==> config.mk <==
export PLATFORM = sky130hd
export DESIGN_NAME = alu_result_stage
export DESIGN_NICKNAME = d
export VERILOG_FILES = /design/src/rtl/alu_pkg.sv /design/src/rtl/alu_flag_gen.sv /design/src/rtl/alu_result_stage.sv
export SDC_FILE = /design/constraint.sdc
export NUM_CORES = 1
export LEC_CHECK = 0
export ABC_CLOCK_PERIOD_IN_PS = 1700
export CORE_ASPECT_RATIO = 1.4
export CORE_UTILIZATION = 44
export CTS_BUF_LIST = sky130_fd_sc_hd__clkbuf_4 sky130_fd_sc_hd__clkbuf_8
export CTS_CLUSTER_DIAMETER = 100
export DETAILED_ROUTE_END_ITERATION = 12
export PLACE_DENSITY = 0.82
export SLEW_MARGIN = 40
export SYNTH_ARGS = -nofsm -noshare
export SYNTH_HDL_FRONTEND = slang
export SYNTH_SLANG_ARGS = --single-unit
==> constraint.sdc <==
create_clock -name clk -period 1.7 [get_ports clk]
set_input_delay 0.17 -clock clk [delete_from_list [all_inputs] [get_ports clk]]
set_output_delay 0.17 -clock clk [all_outputs]
set_load 0.02 [all_outputs]
==> src/rtl/alu_pkg.sv <==
// Shared ALU definitions: opcode codes, result width helper and the status flag bundle.
package alu_pkg;

  localparam logic [2:0] OP_0 = 3'b000;
  localparam logic [2:0] OP_1 = 3'b001;
  localparam logic [2:0] OP_2 = 3'b010;
  localparam logic [2:0] OP_3 = 3'b011;
  localparam logic [2:0] OP_4 = 3'b100;
  localparam logic [2:0] OP_5 = 3'b101;
  localparam logic [2:0] OP_6 = 3'b110;
  localparam logic [2:0] OP_7 = 3'b111;

  // The operation mux widens N-bit operands by three bits.
  function automatic int result_w(input int n);
    return n + 3;
  endfunction

  typedef struct packed {
    logic zero;
    logic neg;
    logic ovf;
  } flag_t;

endpackage

==> src/rtl/alu_flag_gen.sv <==
// Combinational zero/negative/N-bit-overflow flags for a W = N+3 bit signed result.
module alu_flag_gen
  import alu_pkg::*;
#(
  parameter int N = 4,
  parameter int W = result_w(N)
) (
  input  logic [W-1:0] result,
  output flag_t        flags
);

  // The value fits in N signed bits only when the top W-N+1 bits are a pure sign extension.
  logic [W-N:0] top;
  assign top = result[W-1:N-1];

  assign flags.zero = (result == '0);
  assign flags.neg  = result[W-1];
  assign flags.ovf  = !((&top) || !(|top));

endmodule

==> src/rtl/alu_result_stage.sv <==
// Two-entry elastic output buffer behind the ALU mux; flags are captured at push.
// Optional statistics counters are built only when ALU_STATS_EN is defined.
module alu_result_stage
  import alu_pkg::*;
#(
  parameter int N     = 4,
  parameter int DEPTH = 2,
  parameter int W     = result_w(N)
) (
  input  logic         clk,
  input  logic         rst_n,
  input  logic         in_valid,
  output logic         in_ready,
  input  logic [2:0]   in_sel,
  input  logic [W-1:0] in_result,
  output logic         out_valid,
  input  logic         out_ready,
  output logic [2:0]   out_sel,
  output logic [W-1:0] out_result,
  output logic         out_zero,
  output logic         out_neg,
  output logic         out_ovf,
  input  logic         stat_clr,
  output logic [15:0]  stat_count,
  output logic [15:0]  stat_ovf_count
);

  typedef enum logic [1:0] {
    EMPTY = 2'd0,
    ONE   = 2'd1,
    TWO   = 2'd2
  } state_t;

  state_t       state, state_nx;
  logic         push, pop;
  logic         load_head_in, load_head_slot, load_slot;
  flag_t        in_flags, head_flags, slot_flags;
  logic [2:0]   slot_sel;
  logic [W-1:0] slot_result;

  alu_flag_gen #(.N(N), .W(W)) u_flag_gen (
    .result (in_result),
    .flags  (in_flags)
  );

  assign in_ready  = (2'(state) != 2'(DEPTH));
  assign out_valid = (state != EMPTY);
  assign push      = in_valid && in_ready;
  assign pop       = out_valid && out_ready;

  always_comb begin
    state_nx       = state;
    load_head_in   = 1'b0;
    load_head_slot = 1'b0;
    load_slot      = 1'b0;
    case (state)
      EMPTY: if (push) begin
        state_nx     = ONE;
        load_head_in = 1'b1;
      end
      ONE: begin
        if (push && pop) begin
          load_head_in = 1'b1;
        end else if (push) begin
          state_nx  = TWO;
          load_slot = 1'b1;
        end else if (pop) begin
          state_nx = EMPTY;
        end
      end
      TWO: if (pop) begin
        state_nx       = ONE;
        load_head_slot = 1'b1;
      end
      default: state_nx = EMPTY;
    endcase
  end

  always_ff @(posedge clk or negedge rst_n) begin
    if (!rst_n) begin
      state <= EMPTY;
    end else begin
      state <= state_nx;
    end
  end

  // Head registers drive out_* directly and keep the last value once drained.
  always_ff @(posedge clk or negedge rst_n) begin
    if (!rst_n) begin
      out_sel     <= '0;
      out_result  <= '0;
      head_flags  <= '0;
      slot_sel    <= '0;
      slot_result <= '0;
      slot_flags  <= '0;
    end else begin
      if (load_head_in) begin
        out_sel    <= in_sel;
        out_result <= in_result;
        head_flags <= in_flags;
      end else if (load_head_slot) begin
        out_sel    <= slot_sel;
        out_result <= slot_result;
        head_flags <= slot_flags;
      end
      if (load_slot) begin
        slot_sel    <= in_sel;
        slot_result <= in_result;
        slot_flags  <= in_flags;
      end
    end
  end

  assign out_zero = head_flags.zero;
  assign out_neg  = head_flags.neg;
  assign out_ovf  = head_flags.ovf;

`ifdef ALU_STATS_EN
  always_ff @(posedge clk or negedge rst_n) begin
    if (!rst_n) begin
      stat_count     <= '0;
      stat_ovf_count <= '0;
    end else if (stat_clr) begin
      stat_count     <= '0;
      stat_ovf_count <= '0;
    end else begin
      if (pop && (stat_count != 16'hFFFF)) begin
        stat_count <= stat_count + 16'd1;
      end
      if (pop && head_flags.ovf && (stat_ovf_count != 16'hFFFF)) begin
        stat_ovf_count <= stat_ovf_count + 16'd1;
      end
    end
  end
`else
  logic unused_stat_clr;
  assign unused_stat_clr = stat_clr;
  assign stat_count      = '0;
  assign stat_ovf_count  = '0;
`endif

endmodule
; Yosys cells after proc, flatten, opt, wreduce, memory -nomap -nowiden
; Index checks and enable logic that the tools add are counted.
; W data, S select, Z words.
[word_totals]
input_bits = 15
ff_bits = 28
[op_classes]
n_reduce_logical = 13
n_eq_ne = 7
n_mux = 19
[op_table]
columns = cell, count
row1 = $mux W7, 2
row2 = $mux W3, 4
row3 = $mux W2, 5
row4 = $ne A2 B2 Y1 const B, 4
row5 = $reduce_and A4 Y1, 2
row6 = $logic_not A7 Y1, 1
row7 = $mux W1, 6
row8 = $pmux W2 S3, 1
row9 = $reduce_bool A2 Y1, 2
row10 = $reduce_or A4 Y1, 1
row11 = $logic_and A1 B1 Y1, 3
row12 = $ne A3 B3 Y1 const B, 1
row13 = $eq A2 B1 Y1 const B, 1
row14 = $eq A2 B2 Y1 const B, 1
row15 = $logic_not A1 Y1, 2
row16 = $logic_not A2 Y1, 1
row17 = $pmux W1 S2, 1
row18 = $logic_or A1 B1 Y1, 1

; Longest topological paths before layout
; Gate-level depths: netlist of run 1.
[depth]
ltp_word = 6
ltp_mapped = 5
ltp_nobuf = 3

; Hierarchy
; Synthesis of run 1 repeated with hierarchy kept, for this count alone.
[hier_totals]
hier_cells = 123
hier_area_um2 = 1473.9
[modules_own_cells]
columns = mod, cells_per_inst, n_inst, seq_area_each_um2, area_per_inst_um2
row1 = alu_result_stage, 118, 1, 700.7, 1433.9
row2 = alu_flag_gen, 5, 1, 0.0, 40.0

; Worst setup path before layout of run 1
; Ideal clock, no wire load.
[synth_path]
path_type = reg-to-reg
startpoint = reg state[1]
endpoint = reg slot_result[0]
arrival_ns = 1.289
stages_incl_launch_ff = 6
setup_slack_ns = 0.286
setup_time_ns = 0.125
period_less_slack_ns = 1.414
path_cell_list = dfrtp_1 -> buf_2 -> nand2b_4 -> nor2_2 -> buf_4 -> mux2_2
[synth_between]
elab_chain_len = 5
elab_cells_between_ends = 9
classes_between = 2 x eq/ne / 3 x mux / 4 x reduce/logical
[synth_lines]
columns = element, line
row1 = "start, declared", alu_result_stage.sv:34  ; state_t state, state_nx;
row2 = "start signal, assigned", alu_result_stage.sv:83  ; state <= state_nx;
row3 = $ne A2 B2 Y1 or $reduce_bool A2 Y1 (tied branches), "alu_result_stage.sv:46, alu_result_stage.sv:47"
row4 = "$logic_and A1 B1 Y1, on equally long branches", "alu_result_stage.sv:48, alu_result_stage.sv:49"
row5 = $mux W1 or $logic_and A1 B1 Y1 (tied branches), "alu_result_stage.sv:64, alu_result_stage.sv:62"
row6 = $mux W1, alu_result_stage.sv:62  ; if (push && pop) begin
row7 = $mux W1 (*), alu_result_stage.sv:56  ; case (state)
row8 = "end signal, assigned", alu_result_stage.sv:108  ; slot_result <= in_result;
row9 = "end, declared", alu_result_stage.sv:39  ; logic [W-1:0] slot_result;
; Every way passes the cells marked *; elsewhere a longest branch is shown, timed or not.
; A chain may end at the register's enable or synchronous reset.

; Worst setup path after layout of run 1
[layout_path]
startpoint = reg state[1]
endpoint = out out_valid
[layout_between]
elab_chain_len = 1
[layout_lines]
columns = element, line
row1 = $reduce_bool A2 Y1, alu_result_stage.sv:47  ; assign out_valid = (state != EMPTY);
row2 = "end, declared", alu_result_stage.sv:16  ; output logic out_valid,
; Every way passes these cells.

==> flow_summary.toml, run 1 <==
[outcome]
outcome = "finished clean"

[clock_network]
cts.sinks = 26
cts_max_path_buffers = 2
ctsHoldBuffers = 0
clk_pin_slew_ns = 0.09
cts_tree = "yes"
htreeDepth = 1
numCtsBuffers = 3
root_buffer = "clkbuf_8"
clk_latency_ns = 0.27
post_cts_buffers = 0

[drt]
viasPerCell = 5.10
drtIter0Drc = 22
drtAntennaViolNets = 0
wl_per_cell_um = 15.3
drtPass1Iterations = 4
route.detailed.drc = 0
wirelength_um = 3140
via_count = 1046

[logic_synthesis]
synth-warning-count = 0
synth_top_area_cell = "dfrtp_1"
synthXorXnorAreaFrac_pct = 0
yosys.area_share.simple_pct = 11.6
synth.area.top_cells = "dfrtp_1, buf_4, mux2_2"
syn_area_um2 = 1520
seq_area_frac_synth_pct = 42.8
synth.ff_latch_count = 26
synth_cells = 132
muxShareOfSynthArea_pct = 11.5
synth-compound-area-share_pct = 15.1
synth.distinct_cells = 22
synth_top_area_share_pct = 42.8
synthAdderAreaFrac_pct = 0
avgSynthCellArea_um2 = 11.5
synth_top_family_by_area = "buffers and inverters"

[grt]
grt_max_degree = 27
antenna_found_initial = 0
grtUsageTotal_pct = 18.1
grt_pass1_wl_um = 4980
overflow = 0
first_global_vias = 1030

[final_layout]
antenna-diode-count = 0
finalInstanceArea_um2 = 1860
area_delta_synth_final_pct = 22.4
layout.nets = 182
seq_area_um2 = 651
drive_gt1_share_pct = 25.3
multi_input_area_um2 = 702
num-fill-cells = 276

[timing]
setup_viol = 0
drv_slew = 0
hold_viol = 0
rsz0062_at_grt = "no"
max_clock_freq_mhz = 656
setup_ws_ns = 0.176
worst_clock_skew_ns = 0.000894
period_needed_ns = 1.52
finalSetupTns_ns = 0
fin_crit_sh_pct = 89.6
fin_hold_ws_ns = 0.256

[worst_hold_path]
hold_path.class = "primary input to asynchronous set/reset pin"

[setup_path]
worstPathArrival_ns = 1.35
critPathSlowestCell = "dfrtp_1"
worstSetupStartpointType = "flip-flop"
cp_slowest_stage_delay_ns = 0.47
cp.required_ns = 1.53
path_max_fanout = 8
crit_chain = "or2_2 -> dlygate4sd2_1"
end_kind = "output port"
criticalPathCategory = "flip-flop to output port"

[die]
die_area_um2 = 3700
core_um2 = 3210
ios = 62
rows = 24
die_y_um = 71.6
die_w_um = 51.7
floorplan.initialDensity_pct = 47.4

[place]
dp_slack_ns = 0.0197
portBuffers = 28
place_congestion = 0.748
place_hpwl_um = 2320
place_area_um2 = 1790

[power]
cellInternalPower_mw = 1.59
seq_power_share_pct = 40.0
sw_frac_of_total_pct = 31.8
vdd_drop_max_v = 0.000912
pwr-share-comb_pct = 38.2
power_leakage_nw = 0.798
cellPowerDensity_nw_per_um2 = 1250
power_switching_uw = 743
pwr-share-clk_pct = 21.8

[job]
drv_cap = 0
[worst paths after layout]
check	startpoint	end	slack [ns]	cells after the start
worst min-delay path	rst_n	slot_result[2]$_DFFE_PN0P_	0.26	2
worst min register to register	slot_result[2]$_DFFE_PN0P_	slot_result[2]$_DFFE_PN0P_	0.52	1
min in group clk	slot_result[2]$_DFFE_PN0P_	slot_result[2]$_DFFE_PN0P_	0.52	1
worst max register to register	state[1]$_DFFE_PN0P_	slot_result[1]$_DFFE_PN0P_	0.21	4
worst max-delay path	state[1]$_DFFE_PN0P_	out_valid	0.18	2
max in group asynchronous	rst_n	out_result[4]$_DFFE_PN0P_	1.20	2
[critical path: cells and delay by family, from the launching register on]
kind	cells	cell delay [ns]
buffers and inverters	1	0.32
and+or+nand+nor	1	0.30
DFF	1	0.47
[Yosys cell counts]
library cell  number
dfrtp_1           26
nand4_1            1
buf_4             34
nor4_4             1
nand2_1            2
mux2i_1            4
buf_2              3
or4_4              1
inv_1              2
and3b_1            1
o22a_1            10
o221a_2           10
nand2b_1          13
nor2_2             1
o22ai_1            3
o221a_1            1
or2_2              2
mux2_2            12
clkbuf_1           2
nand2b_4           1
nand3b_1           1
conb_1             1
[sequential cells by signal, indices dropped and copies added, names as in the netlist]
signal       cells
slot_flags       3
state            2
out_sel          3
out_result       7
slot_sel         3
out_ovf          1
slot_result      6
out_zero         1
[power groups by stage]
stage / combinational (mW) / sequential (mW) / clock [mW]
finish: 0.892 / 0.935 / 0.510
global route: 0.945 / 0.959 / 0.547
CTS: 0.898 / 0.937 / 0.521
detailed placement: 0.900 / 0.944 / 0
global placement: 0.871 / 0.933 / 0
floorplan: 0.492 / 1.02 / 0
[metal layers]
layer | wire length, um | GRT usage [%] | up-vias
li1 | - | - | 476
met1 | 1320 | 23.5 | 518
met2 | 1680 | 31.6 | 48
met3 | 108 | 2.12 | 4
met4 | 31 | 4.50 | 0
met5 | 0 | 0 | -
[area by class of cell]
class,count,share of cell area [%]
inverter,2,0.403
tap,39,2.62
sequential,26,34.9
clock inverter,1,1.61
clock buffer,3,2.22
multi-input combinational,96,37.7
timing repair buffer,38,20.5
[per-stage QoR]
stage,std cells,util (%),power [mW]
finish,205,57.9,2.34
global route,205,57.9,2.45
CTS,205,57.9,2.36
detailed placement,201,55.7,1.84
global placement,201,55.7,1.80
floorplan,163,-,1.52
[cells in the final DEF (no fill, tap or decap), drive strengths merged]
| cell type | n |
|---|---|
| and3b | 1 |
| buf | 10 |
| bufinv | 1 |
| clkbuf | 3 |
| clkdlybuf4s50 | 26 |
| conb | 32 |
| dfrtp | 26 |
| dlygate4sd2 | 1 |
| dlymetal6s2s | 1 |
| inv | 2 |
| mux2 | 12 |
| mux2i | 4 |
| nand2 | 2 |
| nand2b | 14 |
| nand3b | 1 |
| nand4 | 1 |
| nor2 | 1 |
| nor4 | 1 |
| o221a | 11 |
| o22a | 10 |
| o22ai | 3 |
| or2 | 2 |
| or4 | 1 |
[cells by family after synthesis]
group | Yosys count
and+or+nand+nor | 24
buffers and inverters | 41
other | 1
muxes | 16
DFF | 26
AOI/OAI and AO/OA | 24
[repair_timing]
item / CTS / global route
gates resized for setup: 1 / 1
pin swaps: 0 / 0
endpoints found under the hold margin: 0 / 0
endpoints found under the setup margin: 1 / 1
No activity file was read; power rests on OpenSTA's default activity.
==> run 2, diff against run 1 <==
Settings changed: CORE_MARGIN from default to 5.
==> run 2 against run 1 <==
Effect of this change:
- largest cell class unchanged
- core utilization is 2.5 points lower
- sequential cell count did not move
- critical path depth stayed put
- wire length rose by 7.1%
- non-clock buffer count rose by 1
- clock power shrank 22%
==> flow_summary.toml, run 2 (synthesis results as in run 1) <==
[place]
place_congestion = 0.757
dp_slack_ns = 0.0118
place_hpwl_um = 2490
portBuffers = 28

[timing]
hold_viol = 0
fin_hold_ws_ns = 0.258
fin_crit_sh_pct = 90.3
drv_slew = 0
setup_ws_ns = 0.165
worst_clock_skew_ns = 0.00487
setup_viol = 0
period_needed_ns = 1.53
rsz0062_at_grt = "no"
max_clock_freq_mhz = 652
finalSetupTns_ns = 0

[final_layout]
antenna-diode-count = 0
area_delta_synth_final_pct = 21.9
regMostFlops = "out_result"
layout.nets = 183
top_regs = "out_result (7), slot_result (6)"
num-fill-cells = 294
final_common_cell = "conb_1"
drive_gt1_share_pct = 25.7
seq_area_um2 = 651
final_cell_mix = "conb_1, clkdlybuf4s50_1, dfrtp_1"
multi_input_area_um2 = 702
largest_reg_flops = 7

[grt]
antenna_found_initial = 0
grt_max_degree = 27
grtUsageTotal_pct = 14.5
grt_pass1_wl_um = 5290
first_global_vias = 1087
overflow = 0

[drt]
via_count = 1066
route.detailed.drc = 0
drtIter0Drc = 36
drtAntennaViolNets = 0
drtPass1Iterations = 5
wirelength_um = 3360
wl_per_cell_um = 16.2
viasPerCell = 5.15

[setup_path]
path_max_fanout = 8
worstPathArrival_ns = 1.36
critPathSlowestCell = "dfrtp_1"
criticalPathCategory = "flip-flop to output port"
end_kind = "output port"
cp_top_family = "flip-flops"
crit_chain = "or2_2 -> dlygate4sd2_1"
cp.required_ns = 1.53
timing.critical_path.buf_inv = 1
worstSetupStartpointType = "flip-flop"
timing.rr.start = "state[1]$_DFFE_PN0P_"
cp_slowest_stage_delay_ns = 0.47
startpoint = "state[1]$_DFFE_PN0P_"

[clock_network]
cts.sinks = 26
numCtsBuffers = 3
root_buffer = "clkbuf_8"
post_cts_buffers = 0
cts_tree = "yes"
clk_latency_ns = 0.27
clk_pin_slew_ns = 0.09
htreeDepth = 1
cts_max_path_buffers = 2

[die]
die_area_um2 = 4750
floorplan.initialDensity_pct = 45.5
die_w_um = 59.7
ios = 62
rows = 25
die_y_um = 79.6
core_um2 = 3350

[power]
vdd_drop_max_v = 0.000781
seq_power_share_pct = 42.0
pwr-share-comb_pct = 40.1
power_leakage_nw = 0.796
power_switching_uw = 752
sw_frac_of_total_pct = 33.6
cellInternalPower_mw = 1.49
finalPower_mw = 2.24
cellPowerDensity_nw_per_um2 = 1210
pwr-share-clk_pct = 17.8

[outcome]
outcome = "finished clean"

[worst_hold_path]
hold_path.class = "primary input to asynchronous set/reset pin"

[job]
drv_cap = 0
run 2: changes by cell type in the layout (fill, tap and decap cells not counted):
cell       before  now
clkbuf_8        3    4
bufinv_16       1    0
buf_4           8    9
run 2: path summary, 6_finish.rpt:
check	to	slack [ns]	cells past startpoint
worst max register to register	slot_result[0]$_DFFE_PN0P_	0.24	4
worst min register to register	slot_flags[2]$_DFFE_PN0P_	0.51	1
max in group asynchronous	out_zero$_DFFE_PN0P_	1.19	2
worst max-delay path	out_valid	0.17	2
worst min-delay path	out_result[3]$_DFFE_PN0P_	0.26	2
min in group clk	slot_flags[2]$_DFFE_PN0P_	0.51	1
run 2: timing repair:
| item | 4_1_cts | 5_1_grt |
|---|---|---|
| hold buffers | 0 | 0 |
| endpoints found under the setup margin | 1 | 1 |
| resized for setup | 1 | 1 |
run 2: power groups by stage:
stage                     Clock, mW  Combinational, mW  Sequential (mW)
after floorplan                   0              0.492             1.02
after global placement            0              0.878            0.934
after detailed placement          0              0.900            0.950
after CTS                     0.405              0.902            0.939
after global routing          0.440              0.949            0.962
final                         0.399              0.898            0.940
run 2: per-stage QoR:
step	instance area [um^2]	util, %	std cells
after floorplan	1640	-	163
after detailed placement	1800	53.7	203
final	1850	55.4	207
after CTS	1850	55.3	207
after global placement	1800	53.7	203
after global routing	1850	55.4	207
run 2: final cells by class:
type / count / share of cell area (%)
Clock buffer: 4 / 2.97
Multi-Input combinational cell: 96 / 37.9
Tap cell: 40 / 2.70
Inverter: 2 / 0.405
Sequential cell: 26 / 35.1
Timing Repair Buffer: 39 / 21.0
run 2: routing by layer:
metal  share of wire, %  track usage (%)
met1                 40             17.6
met2                 51             24.5
met3                8.0             3.40
met4                1.2             5.10
met5                  0                0
==> run 3, diff against run 2 <==
Settings changed: SLEW_MARGIN 40 to default.
==> results of run 3 <==
No change in the layout: final DEF, timing and power equal those of run 2.
